**config.mk**
```make
export PLATFORM = sky130hd
export DESIGN_NAME = dds_sweep_ctrl
export DESIGN_NICKNAME = d
export VERILOG_FILES = /design/src/rtl/dds_ctrl_pkg.sv /design/src/rtl/dds_dwell_timer.sv /design/src/rtl/dds_sweep_ctrl.sv
export SDC_FILE = /design/constraint.sdc
export NUM_CORES = 1
export LEC_CHECK = 0
export CORE_ASPECT_RATIO = 1.1
export CORE_MARGIN = 1
export CORE_UTILIZATION = 41
export DETAILED_ROUTE_END_ITERATION = 10
export HOLD_SLACK_MARGIN = 0.03
export PLACE_DENSITY = 0.67
export SLEW_MARGIN = 10
export SYNTH_ARGS = -nofsm -noshare
export SYNTH_HDL_FRONTEND = slang
export SYNTH_SLANG_ARGS = --single-unit
```
**constraint.sdc**
```tcl
create_clock -name clk -period 10.23 [get_ports clk]
set_clock_uncertainty 0.15 [all_clocks]
set_input_delay 2.5575 -clock clk [delete_from_list [all_inputs] [get_ports clk]]
set_output_delay 2.5575 -clock clk [all_outputs]
set_load 0.02 [all_outputs]
```
**src/rtl/dds_ctrl_pkg.sv**
```systemverilog
// Shared constants for the DDS sweep controller.
// State encoding and sweep mode codes.
package dds_ctrl_pkg;

  typedef enum logic [1:0] {
    ST_IDLE    = 2'd0,
    ST_DWELL   = 2'd1,
    ST_ADVANCE = 2'd2
  } state_t;

  localparam logic [1:0] MODE_SINGLE = 2'b00;
  localparam logic [1:0] MODE_REPEAT = 2'b01;
  localparam logic [1:0] MODE_UPDOWN = 2'b10;

  // Reserved code 11 behaves as a single sweep.
  function automatic logic [1:0] norm_mode(input logic [1:0] m);
    return (m == 2'b11) ? MODE_SINGLE : m;
  endfunction

endpackage

```
**src/rtl/dds_dwell_timer.sv**
```systemverilog
// Dwell down-counter: load, count down, flag last count.
// expire marks the cycle before the final (advance) cycle.
module dds_dwell_timer #(
  parameter int W = 16
) (
  input  logic         clk,
  input  logic         reset,
  input  logic         load,
  input  logic [W-1:0] load_val,
  input  logic         en,
  output logic         expire
);

  logic [W-1:0] cnt;

  always_ff @(posedge clk) begin
    if (reset) begin
      cnt <= '0;
    end else if (load) begin
      cnt <= load_val;
    end else if (en && cnt != '0) begin
      cnt <= cnt - W'(1);
    end
  end

  assign expire = (cnt == W'(1));

endmodule

```
**src/rtl/dds_sweep_ctrl.sv**
```systemverilog
// DDS frequency sweep controller: single, sawtooth and
// triangle sweeps of the Step word with per-step dwell.
module dds_sweep_ctrl
  import dds_ctrl_pkg::*;
#(
  parameter int FW_W    = 32,
  parameter int DWELL_W = 16
) (
  input  logic               clk,
  input  logic               reset,
  input  logic               start,
  input  logic               abort,
  input  logic [FW_W-1:0]    start_fw,
  input  logic [FW_W-1:0]    stop_fw,
  input  logic [FW_W-1:0]    incr_fw,
  input  logic [DWELL_W-1:0] dwell,
  input  logic [1:0]         mode,
  input  logic [FW_W-1:0]    phase_in,
  output logic [FW_W-1:0]    Step,
  output logic [FW_W-1:0]    phase,
  output logic               update,
  output logic               busy,
  output logic               done
);

  state_t state, nstate;

  logic [FW_W-1:0]    start_r, stop_r, incr_r;
  logic [DWELL_W-1:0] dwl_r;
  logic [1:0]         mode_r;
  logic               dir_dn;

  logic               go, expire, at_top, fin;
  logic [FW_W:0]      sum, dif;
  logic               dn_hit;
  logic [FW_W-1:0]    up_val, dn_val;
  logic [DWELL_W-1:0] dw_in, ld_cnt;

  logic               load, dir_nxt, done_nxt;
  logic [FW_W-1:0]    nxt;

  assign go     = (state == ST_IDLE) && start && !abort;
  assign dw_in  = (dwell == '0) ? DWELL_W'(1) : dwell;
  assign ld_cnt = ((state == ST_IDLE) ? dw_in : dwl_r)
                - DWELL_W'(1);

  // Extra bit catches carry/borrow so the sweep never wraps.
  assign sum    = {1'b0, Step} + {1'b0, incr_r};
  assign up_val = (sum[FW_W] || sum[FW_W-1:0] >= stop_r)
                ? stop_r : sum[FW_W-1:0];
  assign dif    = {1'b0, Step} - {1'b0, incr_r};
  assign dn_hit = dif[FW_W] || dif[FW_W-1:0] <= start_r;
  assign dn_val = dn_hit ? start_r : dif[FW_W-1:0];

  assign at_top = !dir_dn && (Step >= stop_r);
  assign fin    = at_top && (mode_r == MODE_SINGLE);
  assign busy   = (state != ST_IDLE);

  always_ff @(posedge clk) begin
    if (reset) begin
      state <= ST_IDLE;
    end else begin
      state <= nstate;
    end
  end

  always_comb begin
    nstate = state;
    case (state)
      ST_IDLE: begin
        if (go) begin
          nstate = (dw_in == DWELL_W'(1))
                 ? ST_ADVANCE : ST_DWELL;
        end
      end
      ST_DWELL: begin
        if (abort)       nstate = ST_IDLE;
        else if (expire) nstate = ST_ADVANCE;
      end
      ST_ADVANCE: begin
        if (abort || fin) nstate = ST_IDLE;
        else nstate = (dwl_r == DWELL_W'(1))
                    ? ST_ADVANCE : ST_DWELL;
      end
      default: nstate = ST_IDLE;
    endcase
  end

  always_comb begin
    load     = 1'b0;
    nxt      = Step;
    dir_nxt  = dir_dn;
    done_nxt = 1'b0;
    case (state)
      ST_IDLE: begin
        if (go) begin
          load    = 1'b1;
          nxt     = start_fw;
          dir_nxt = 1'b0;
        end
      end
      ST_ADVANCE: begin
        if (!abort) begin
          if (fin) begin
            done_nxt = 1'b1;
          end else if (at_top && mode_r == MODE_REPEAT) begin
            load = 1'b1;
            nxt  = start_r;
          end else if (at_top || dir_dn) begin
            load    = 1'b1;
            nxt     = dn_val;
            dir_nxt = !dn_hit;
          end else begin
            load = 1'b1;
            nxt  = up_val;
          end
        end
      end
      default: ;
    endcase
  end

  always_ff @(posedge clk) begin
    if (reset) begin
      Step    <= '0;
      phase   <= '0;
      update  <= 1'b0;
      done    <= 1'b0;
      dir_dn  <= 1'b0;
      start_r <= '0;
      stop_r  <= '0;
      incr_r  <= '0;
      dwl_r   <= '0;
      mode_r  <= MODE_SINGLE;
    end else begin
      update <= load;
      done   <= done_nxt;
      dir_dn <= dir_nxt;
      if (load) Step <= nxt;
      if (go) begin
        phase   <= phase_in;
        start_r <= start_fw;
        stop_r  <= stop_fw;
        incr_r  <= incr_fw;
        dwl_r   <= dw_in;
        mode_r  <= norm_mode(mode);
      end
    end
  end

  dds_dwell_timer #(
    .W(DWELL_W)
  ) u_timer (
    .clk     (clk),
    .reset   (reset),
    .load    (load),
    .load_val(ld_cnt),
    .en      (state == ST_DWELL),
    .expire  (expire)
  );

endmodule
```
==> impl_metrics.tcl <==
set metrics [dict create \
    routedWlPerCell_um 19.4 \
    outcome "finished, final reports clean" \
    worst_pin_slew_ps 1060 \
    ys_seq_area_share_pct 26.8 \
    die_w_um 184 \
    finalSetupViolCount 0 \
    cp-start-kind "flop" \
    synth-main-ff-cell "dfxtp_1" \
    synth_top_area_cell "dfxtp_1" \
    cts_hold_buf 0 \
    critPathKind "reg2reg" \
    switching_power_uw 1120 \
    min_path_type "reg2reg" \
    cts_sinks 199 \
    intPower_uw 1620 \
    ys.warnings.count 0 \
    slew_viol_final 0 \
    ir_drop_mv 0.140 \
    antenna_found_initial 4 \
    post_cts_buffers 0 \
    p_total_uw 2740 \
    cts_resized 0 \
    dpl_worst_slack_ps 3440 \
    end_kind "flop" \
    p_per_area_nw_per_um2 153 \
    fmax_ghz 0.146 \
    r2r_slack_ps 3370 \
    path_clk_slew_ps 90 \
    clockBufferDepth 2 \
    vias 15000 \
    cts_root_buffer "clkbuf_16" \
    coreArea_um2 35400 \
    rsz0062_at_grt "no" \
    nets 2464 \
    synth_area_um2 14900 \
    min_period_ps 6860 \
    hold_violations 0 \
    dr.pass1.iters 7 \
    critPathMaxStageDelay_ps 600 \
    die_h_um 202 \
    core.rowCount 72 \
    final_common_cell "nand2_1" \
    clkPwrFrac_pct 25.7 \
    slew-limit-headroom_pct 29.3 \
    drive_gt1_share_pct 2.96 \
    cts_buffers 17 \
    port_buffers 216 \
    drt_iter0_markers 1191 \
    synth_seq_cells 199 \
    synth.top_cell.area_share_pct 26.8 \
    gr-total-overflow 0 \
    initial_utilization_pct 42.0 \
    dp_hpwl_mm 38.4 \
    wl_mm 51.3 \
    fp.dieArea_um2 37000 \
    netSwitchingFraction_pct 40.9 \
    clk_latency_ps 460 \
    fin_tns_setup_ps 0 \
    crit_required_ps 10400 \
    io_pins 217 \
    htree_levels 4 \
    via_per_inst 5.69 \
    synth_cells 2016 \
    path_cells "ha_1 > or4_1 > or3_1 > a211oi_2 > o31ai_1 > a211oi_1 > o31ai_1 > a211oi_1 > nor4_1 > or2_1 > ha_1 > a21o_1 > a2111oi_0 > o21ai_0 > a221oi_1 > o211ai_1 > a211o_1 > buf_4 > nor2_4 > a22oi_1 > a221oi_1 > nor4_1" \
    post-route-util_pct 50.4 \
    drtAntennaViolNets 0 \
    cp.arrival_ps 7020 \
    synth_nets 2331 \
    cp_max_fo 46 \
    p_seq_share_pct 31.7 \
    synth_edf_count 0 \
    gp_congestion 0.940 \
    combPwrFrac_pct 42.6 \
    final_cell_mix "nand2_1, a21oi_1, clkdlybuf4s50_1, dfxtp_1, ha_1" \
    period_share_pct 67.0 \
    grt_pass1_wl_mm 80.4 \
    grt_pass1_vias 14500 \
    grt_usage_pct 27.7 \
    cts_tree "yes" \
    grt_max_degree 99 \
    synth-async-reset-ratio_pct 0 \
    maxCapViolCount 0 \
    p_leak_uw 0.00683 \
    setup_slack_ps 3370 \
    avgSynthCellArea_um2 7.38 \
    slowest_stage "or4_1" \
    synth_area_leaders "dfxtp_1, ha_1, nand2_1, a21oi_1, xnor2_1" \
    synth_cell_types 77 \
    remaining_drc_errors 0 \
    area_growth_pct 20.1 \
]
## area by class of cell
cell class,instances,area [um2]
Clock inverter,10,109
Sequential cell,199,3980
Fill cell,3488,17500
Timing Repair Buffer,229,2260
Tap cell,481,602
Multi-Input combinational cell,1570,9920
Antenna cell,1,2.50
Inverter,132,495
Clock buffer,21,480
## Yosys cell counts, types with 6 or more instances
cell,count
a2111oi_0,18
a211o_1,6
a211oi_1,36
a21o_1,17
a21oi_1,269
a221oi_1,11
a311oi_1,16
a31oi_1,14
a41oi_1,6
and2_1,7
and3_1,7
buf_2,10
clkbuf_1,95
dfxtp_1,199
ha_1,163
inv_1,132
mux2i_1,19
nand2_1,375
nand2b_1,16
nand3_1,21
nand4_1,21
nor2_1,133
nor2b_1,19
nor3_1,55
nor4_1,23
o2111ai_1,7
o211ai_1,25
o21a_1,12
o21ai_0,43
o21ai_1,7
o21bai_1,16
o22ai_1,12
o31ai_1,15
or3_1,23
or4_1,6
xnor2_1,65
xor2_1,18
## layer usage
layer | vias to the layer above | global-route usage [%] | part of all wire (%)
li1 | 7376 | - | -
met4 | 6 | 9.91 | 2.9
met3 | 78 | 6.77 | 7.5
met5 | - | 0 | 0.090
met2 | 510 | 43.0 | 44
met1 | 7073 | 36.9 | 45
## through the flow
step	area, um2	hold WS, ps	instances
final	17900	304	2643
after global routing	17900	322	2642
after CTS	17900	306	2642
after detailed placement	17300	296	2611
after global placement	17300	291	2611
after floorplan	14900	286	2016
## worst max-delay path, delay by kind of cell (launching register included)
kind / cells / cell delay, ps
AO/OA/AOI/OAI: 13 / 3250
adder cells (fa/ha/maj): 2 / 740
buffers and inverters: 1 / 320
AND/OR/NAND/NOR: 6 / 1770
flip-flops: 1 / 450
## kinds of logic (layout without fill, tap and decap cells)
family | count (synthesis) | in the layout | synth area share (%)
and+or+nand+nor | 726 | 726 | 21.6
AOI/OAI and AO/OA | 573 | 573 | 24.5
buffers and inverters | 247 | 392 | 6.60
DFF | 199 | 199 | 26.8
adders and majority gates | 165 | 165 | 14.0
xor gates and xnor gates | 83 | 83 | 4.89
muxes | 23 | 23 | 1.58
other | 0 | 1 | 0
## worst paths after layout
kind,to,cells past startpoint,start
hold / removal,phase[16]$_SDFFE_PP0P_,2,phase[16]$_SDFFE_PP0P_
hold reg to reg,phase[16]$_SDFFE_PP0P_,2,phase[16]$_SDFFE_PP0P_
setup reg to reg,Step[22]$_SDFFE_PP0P_,22,Step[11]$_SDFFE_PP0P_
setup / recovery,Step[22]$_SDFFE_PP0P_,22,Step[11]$_SDFFE_PP0P_
## power groups by stage
stage	registers, uW	logic, uW	clock network [uW]
finish	869	1170	705
detailed placement	886	1140	0
global route	874	1280	750
floorplan	886	759	0
global placement	883	1130	0
CTS	868	1150	722
## flip-flops by register name (all words and copies together) (netlist names), 2 cells and up
| signal | count |
|---|---|
| Step | 32 |
| incr_r | 32 |
| phase | 32 |
| start_r | 32 |
| stop_r | 32 |
| dwl_r | 16 |
| u_timer.cnt | 16 |
| mode_r | 2 |
| state | 2 |
Note: power is estimated with default switching activity, not from simulation.
